`src/rtl/sys_bus_pkg.sv`:
```
// -----------------------------------------------------------------------------
// sys_bus_pkg
// Shared definitions for the two-master system bus arbiter:
//   bus_state_t    - arbiter FSM encoding (IDLE / BUSY)
//   TIMEOUT_RDATA  - read data returned to a master whose slave never answered
//   M0, M1         - master index constants, used as grant / last-served values
// -----------------------------------------------------------------------------
package sys_bus_pkg;

  typedef enum logic [0:0] {
    ST_IDLE = 1'b0,
    ST_BUSY = 1'b1
  } bus_state_t;

  localparam logic [31:0] TIMEOUT_RDATA = 32'hDEADBEEF;

  localparam logic M0 = 1'b0;
  localparam logic M1 = 1'b1;

endpackage

```
`src/rtl/sys_bus_arbiter.sv`:
```
// -----------------------------------------------------------------------------
// sys_bus_arbiter
// Round-robin arbiter giving two masters (m0, m1) access to one slave port that
// feeds the address decoder. One transaction at a time, no preemption.
//
// Optional feature: define SYS_BUS_TIMEOUT_EN to add a slave-response watchdog
// that completes a stalled transaction with TIMEOUT_RDATA after
// TIMEOUT_CYCLES BUSY cycles. Without the macro BUSY waits indefinitely and
// bus_timeout is tied low.
//
// Parameters
//   TIMEOUT_CYCLES  slave-response limit in BUSY cycles (2..65535)
// Ports
//   clk, rst                      clock (rising edge), async active-high reset
//   mN_valid/addr/wdata/wstrb     master request (wstrb == 0 means read)
//   mN_ready/rdata                master completion pulse and read data
//   s_valid/addr/wdata/wstrb      request forwarded to the address decoder
//   s_ready/rdata                 muxed slave response
//   grant                         current / most recent owner (0 = m0, 1 = m1)
//   bus_timeout                   one-cycle pulse when the watchdog fires
//   dbg_state                     arbiter FSM state, for observation only
//
// Handshake: a master raises mN_valid with stable addr/wdata/wstrb and holds it
// until mN_ready is seen high for one cycle; that cycle is the completion.
// Toward the slave, s_valid is held while the owner waits, and the transfer
// completes in the cycle s_ready is high while s_valid is high.
// -----------------------------------------------------------------------------
module sys_bus_arbiter
  import sys_bus_pkg::*;
#(
  parameter int TIMEOUT_CYCLES = 255
) (
  input  logic        clk,
  input  logic        rst,
  input  logic        m0_valid,
  input  logic [31:0] m0_addr,
  input  logic [31:0] m0_wdata,
  input  logic [3:0]  m0_wstrb,
  output logic        m0_ready,
  output logic [31:0] m0_rdata,
  input  logic        m1_valid,
  input  logic [31:0] m1_addr,
  input  logic [31:0] m1_wdata,
  input  logic [3:0]  m1_wstrb,
  output logic        m1_ready,
  output logic [31:0] m1_rdata,
  output logic        s_valid,
  output logic [31:0] s_addr,
  output logic [31:0] s_wdata,
  output logic [3:0]  s_wstrb,
  input  logic        s_ready,
  input  logic [31:0] s_rdata,
  output logic        grant,
  output logic        bus_timeout,
  output bus_state_t  dbg_state
);

  if (TIMEOUT_CYCLES < 2 || TIMEOUT_CYCLES > 65535) begin : g_bad_timeout
    $error("sys_bus_arbiter: TIMEOUT_CYCLES must be within 2..65535");
  end

  bus_state_t  state_q, state_d;
  logic        grant_q, grant_d;
  logic        last_q, last_d;     // master served by the last completed transfer

  logic        busy;
  logic        owner_valid;
  logic        pick;
  logic        complete;
  logic        to_hit;
  logic        finish;
  logic [31:0] resp_data;

  assign busy        = (state_q == ST_BUSY);
  assign owner_valid = (grant_q == M1) ? m1_valid : m0_valid;

  // Round-robin: on contention the master not served last wins.
  always_comb begin
    if (m0_valid && m1_valid) begin
      pick = ~last_q;
    end else if (m1_valid) begin
      pick = M1;
    end else begin
      pick = M0;
    end
  end

`ifdef SYS_BUS_TIMEOUT_EN
  logic [15:0] cnt_q;

  // Counter reads 0 in the first BUSY cycle, so it equals TIMEOUT_CYCLES-1 in
  // the TIMEOUT_CYCLES-th BUSY cycle. s_ready in that cycle still wins.
  assign to_hit = busy && owner_valid && !s_ready &&
                  (cnt_q == 16'(TIMEOUT_CYCLES - 1));

  always_ff @(posedge clk or posedge rst) begin
    if (rst) begin
      cnt_q <= '0;
    end else if (!busy) begin
      cnt_q <= '0;
    end else if (!s_ready) begin
      cnt_q <= cnt_q + 16'd1;
    end
  end
`else
  assign to_hit = 1'b0;
`endif

  assign complete = busy && owner_valid && s_ready;
  assign finish   = complete || to_hit;

  always_ff @(posedge clk or posedge rst) begin
    if (rst) begin
      state_q <= ST_IDLE;
      grant_q <= M0;
      last_q  <= M1;
    end else begin
      state_q <= state_d;
      grant_q <= grant_d;
      last_q  <= last_d;
    end
  end

  always_comb begin
    state_d = state_q;
    grant_d = grant_q;
    last_d  = last_q;
    case (state_q)
      ST_IDLE: begin
        if (m0_valid || m1_valid) begin
          grant_d = pick;
          state_d = ST_BUSY;
        end
      end
      ST_BUSY: begin
        if (!owner_valid) begin
          // Owner withdrew its request: abandon it without touching fairness.
          state_d = ST_IDLE;
        end else if (finish) begin
          state_d = ST_IDLE;
          last_d  = grant_q;
        end
      end
      default: state_d = ST_IDLE;
    endcase
  end

  // Request path: owner's fields pass straight through; only s_valid is gated.
  assign s_valid = busy && owner_valid && !to_hit;
  assign s_addr  = (grant_q == M1) ? m1_addr  : m0_addr;
  assign s_wdata = (grant_q == M1) ? m1_wdata : m0_wdata;
  assign s_wstrb = (grant_q == M1) ? m1_wstrb : m0_wstrb;

  // Response path: rdata is zero whenever the matching ready is low.
  assign resp_data = complete ? s_rdata : TIMEOUT_RDATA;
  assign m0_ready  = finish && (grant_q == M0);
  assign m1_ready  = finish && (grant_q == M1);
  assign m0_rdata  = m0_ready ? resp_data : 32'h0;
  assign m1_rdata  = m1_ready ? resp_data : 32'h0;

  assign grant       = grant_q;
  assign bus_timeout = to_hit;
  assign dbg_state   = state_q;

endmodule
```
`config.mk`:
```
export PLATFORM = sky130hd
export DESIGN_NAME = sys_bus_arbiter
export DESIGN_NICKNAME = d
export VERILOG_FILES = /design/src/rtl/sys_bus_pkg.sv /design/src/rtl/sys_bus_arbiter.sv
export SDC_FILE = /design/constraint.sdc
export NUM_CORES = 1
export LEC_CHECK = 0
export BUFFER_PORTS_ARGS = -buffer_cell sky130_fd_sc_hd__buf_2
export CORE_AREA = 5 5 116 118
export CTS_BUF_LIST = sky130_fd_sc_hd__clkbuf_8
export DETAILED_ROUTE_END_ITERATION = 10
export DIE_AREA = 0 0 121 123
export GPL_TIMING_DRIVEN = 0
export MAX_ROUTING_LAYER = met4
export SLEW_MARGIN = 20
export SYNTH_ARGS = -nofsm -noshare
export SYNTH_HDL_FRONTEND = slang
export SYNTH_SLANG_ARGS = --single-unit
export TNS_END_PERCENT = 30
```
`constraint.sdc`:
```
create_clock -name clk -period 1.1 [get_ports clk]
set_input_delay 0.055 -clock clk [delete_from_list [all_inputs] [get_ports clk]]
set_output_delay 0.055 -clock clk [all_outputs]
set_load 0.01 [all_outputs]
```
**Word-level counts from Yosys, hierarchy flattened**

Cells that the tools add are included.
W data, S select, Z words.

- Input bits: 173
- Output and inout port bits: 138
- Flip-flop bits (word level): 3
- Logic and storage cells: 27

- Bitwise operators: 3
- Reduce and logical (&&, ||, !) cells: 8
- Multiplexer cells: 13

Operators by type and width:

| kind | count |
|---|---|
| $mux W32 | 5 |
| $mux W1 | 6 |
| $logic_and A1 B1 Y1 | 5 |
| $mux W4 | 1 |
| $not A1 Y1 | 3 |
| $reduce_and A3 Y1 | 1 |
| $pmux W1 S2 | 1 |
| $reduce_and A2 Y1 | 1 |
| $logic_or A1 B1 Y1 | 1 |

**Logic depth before layout (Yosys ltp)**

- Depth after elaboration: 6
- Mapped depth: 4
- Gate-level depth less buffers: 2

**Worst setup path after synthesis**

OpenSTA, ideal clock, no wires.

- Kind: reg-to-output
- Start point: register grant_q (netlist: grant)
- End point: output port s_addr[0]
- Arrival: 1.099 ns
- Data required time: 1.045 ns
- Cell stages (with the launch flop): 4
- Setup slack: -0.054 ns
- Path buffers: 2
- Path through: dfrtp_1 > buf_6 > clkbuf_8 > mux2_2

- Cells in the longest elaborated chain, start to end: 1

Ends and longest elaborated chain:

| element | RTL line | RTL |
|---|---|---|
| start, declared | sys_bus_arbiter.sv:63 | `logic grant_q, grant_d;` |
| start signal, assigned | sys_bus_arbiter.sv:119 | `grant_q <= grant_d;` |
| $mux W32 | sys_bus_arbiter.sv:150 | `assign s_addr = (grant_q == M1) ? m1_addr : m0_addr;` |
| end, declared | sys_bus_arbiter.sv:48 | `output logic [31:0] s_addr,` |

Every way passes these cells.

**Worst setup path after layout**

- Start point: register grant_q (netlist: grant)
- End point: output port s_wdata[28]

- Cells in the longest elaborated chain, start to end: 1

Ends and longest elaborated chain:

| element | RTL line | RTL |
|---|---|---|
| $mux W32 | sys_bus_arbiter.sv:151 | `assign s_wdata = (grant_q == M1) ? m1_wdata : m0_wdata;` |
| end, declared | sys_bus_arbiter.sv:49 | `output logic [31:0] s_wdata,` |

Every way passes these cells.

==> flow_summary.rst <==
.. list-table::
   :header-rows: 1

   * - Metric
     - Value
   * - Result of the run
     - finished, violations left
   * - Failing checks
     - negative setup slack
   * - Highest-utilization routing layer at the global route stage
     - met2
   * - Cell taking the most area after synthesis
     - sky130_fd_sc_hd__mux2_2
   * - Data arrival time of the worst path
     - 1460 ps
   * - Master cell of the clock root buffer
     - sky130_fd_sc_hd__clkbuf_8
   * - Area delta synth->final
     - 147.7%
   * - Number of H-tree levels
     - 1
   * - Count of cell types in the netlist
     - 21
   * - Unrepaired setup endpoints after global routing
     - true
   * - Die area
     - 14880 µm²
   * - Net count, final
     - 700
   * - Net count of the mapped netlist
     - 379
   * - Placeable core region
     - 12360 µm²
   * - Standard cell area after detailed placement
     - 3303 µm²
   * - Fraction of final layout cells sized beyond drive strength 1
     - 80.99%
   * - I/O pins
     - 311
   * - Max clock buf depth
     - 2
   * - Gr usage total
     - 13.29%
   * - DR pass1 iterations
     - 4
   * - Met1 usage in global routing
     - 15.54%
   * - Final worst setup slack
     - -411.4 ps
   * - Height of the chip
     - 123 µm
   * - Avg Inst Size Synth
     - 7.507 µm²
   * - Number of buffer cells added on primary ports
     - 308
   * - Setup violation total in the final timing report
     - 136
   * - Wire length reported by the detailed router
     - 11.69 mm
   * - Number of antenna violations at the first check in global routing
     - 3
   * - Maximum number of pins on one net before global-route repair
     - 11
   * - GRT Residual Overflow
     - 0
   * - Total CTS buffers
     - 3
   * - Part of the Yosys area used for sequential elements
     - 4.935%
   * - Met2 global-route usage
     - 23.97%
   * - Instance count along the most critical hold path
     - 3
   * - Category of the most critical setup path
     - register to output pin
   * - Wire length of the first global-routing pass
     - 14.74 mm
   * - DRC errors left
     - 0
   * - Final standard cell area without fillers
     - 3831 µm²
   * - Post-synthesis instance area
     - 1546 µm²
   * - Flops & latches, synth
     - 3
   * - Via total after detailed routing
     - 2710
   * - Fillers
     - 1344
   * - Avg WL per Cell
     - 16.67 µm
   * - Hold Vio Cnt, Final
     - 0
   * - Latest clock arrival within the worst-skew pair
     - 220 ps
   * - Estimated wirelength of the detail-placed design
     - 9.931 mm
   * - Final period demand of the worst path
     - 1511 ps
   * - Number of pins with negative max-slew slack in the final report
     - 0
   * - Register-to-register setup slack
     - -50 ps
   * - Initial core utilization
     - 12.51%
   * - LEAKAGE
     - 0.002175 µW
   * - Startpoint types
     - register
   * - Depth of the worst register-to-register path
     - 4
   * - Layout Skew
     - 2.395 ps
   * - Class of the most critical hold timing path
     - input pin to register
   * - Peak supply drop
     - 0.4650 mV
   * - Floorplan die width
     - 121 µm
   * - Max capacitance violation total
     - 0
   * - Post-synthesis cell count
     - 206
   * - Via/cell ratio
     - 3.866
   * - Power, Total
     - 6172 µW
   * - Top library cells by usage in the layout, fill and taps aside
     - sky130_fd_sc_hd__buf_2, sky130_fd_sc_hd__mux2_2, sky130_fd_sc_hd__nor2_1
   * - TritonCTS Sinks
     - 3
   * - CP Max Fanout
     - 10
   * - Required @ worst endpoint
     - 1040 ps
   * - Final hold slack
     - 194.4 ps
   * - TritonCTS clock tree
     - done
   * - Met3 Resource Use GR
     - 2.242%
   * - Commonest non-fill, non-tap cell in the layout
     - sky130_fd_sc_hd__buf_2
   * - Number of warnings printed during yosys synthesis
     - 0
   * - Largest cells by area after synthesis
     - sky130_fd_sc_hd__mux2_2, sky130_fd_sc_hd__nor2_1, sky130_fd_sc_hd__nand2_1
   * - GPL Wtd Cong
     - 0.8196
   * - Antenna Violating Nets Remaining
     - 0
   * - Period utilisation layout
     - 137.4%
   * - Critical path capture point type
     - output pin
   * - FP Rows
     - 41
   * - CTS clk-pin slew, worst paths
     - 30 ps
   * - Fmax achieved
     - 0.6616 GHz
   * - Area share of the largest cell type after synthesis
     - 49.51%
   * - Via count of the first global-routing pass
     - 2535
   * - Violation count after the first detailed-route iteration
     - 63
   * - Power Density
     - 1611 nW/µm²
path summary, 6_finish.rpt:
kind | from | endpoint
max in group asynchronous | rst | last_q$_DFFE_PP1P_
min in group asynchronous | rst | dbg_state$_DFF_PP0_
max reg2reg | grant$_DFFE_PP0P_ | dbg_state$_DFF_PP0_
min reg2reg | last_q$_DFFE_PP1P_ | last_q$_DFFE_PP1P_
min | m0_valid | dbg_state$_DFF_PP0_
max | grant$_DFFE_PP0P_ | s_wdata[28]
metrics by stage:
stage                     worst slack (ps)  instances  utilization, %  setup TNS, ps
final                               -411.4        701           30.99         -48740
after global routing                -478.8        701           30.99         -57220
after CTS                           -428.1        694           27.91         -49280
after detailed placement            -322.6        686           26.72         -22260
after global placement              -329.9        686           26.72         -22350
after floorplan                     -53.59        206               -          -3557
routing by layer:
| layer | routed length [µm] | vias to the layer above |
|---|---|---|
| li1 | - | 1331 |
| met3 | 927 | 12 |
| met5 | 0 | - |
| met1 | 4475 | 1200 |
| met2 | 6069 | 167 |
| met4 | 212 | 0 |
synth_stat cells, drive strengths merged:
cell,number
mux2,68
nor2,67
nand2,34
buf,12
clkbuf,7
inv,5
dfrtp,2
a32o,1
and3,1
conb,1
dfstp,1
mux2i,1
nand2b,1
nand3,1
nand3b,1
nand4,1
o211ai,1
o22ai,1
flip-flops by register name, summed over array words and instances (netlist names):
name and flops:
dbg_state 1, grant 1, last_q 1
report_power, final:
group,switching [µW],total (µW),internal (µW),leakage (µW)
clock,78.3,316,238,0.0000269
sequential,80.9,256,175,0.0000331
combinational,2460,5600,3140,0.00211
total,2620,6170,3550,0.00217
layout make-up:
cell class | instances | area (µm²) | area share [%]
Timing Repair Buffer | 316 | 1873 | 48.89
Multi-Input combinational cell | 179 | 1351 | 35.27
Buffer | 19 | 242.7 | 6.336
Tap cell | 172 | 215.2 | 5.617
Sequential cell | 3 | 77.57 | 2.025
Clock buffer | 3 | 41.29 | 1.078
Inverter | 5 | 18.77 | 0.4899
Antenna cell | 3 | 7.507 | 0.1960
Clock inverter | 1 | 3.754 | 0.09798
what timing repair did:
action | 4_1_cts | 5_1_grt
hold buffers | 1 | 0
gates cloned | 0 | 3
resized for setup | 16 | 67
pin swaps | 4 | 6
endpoints found under the setup margin | 137 | 136
hold endpoints to repair | 3 | 0
setup buffers | 3 | 1
logic make-up after synthesis:
kind of cell           after synthesis  share of synthesized area (%)
AO/OA/AOI/OAI                        3                          1.538
buffers and inverters               24                          14.32
flip-flops                           3                          4.936
multiplexers                        69                          50.16
other                                1                         0.2425
AND/OR/NAND/NOR                    106                          28.80
worst max-delay path: stages, from the launching register on:
cell,delay [ps]
sky130_fd_sc_hd__dfrtp_2,410
sky130_fd_sc_hd__buf_12,140
sky130_fd_sc_hd__clkbuf_16,170
sky130_fd_sc_hd__mux2_2,350
sky130_fd_sc_hd__buf_4,160
(Power assumes the default switching activity.)
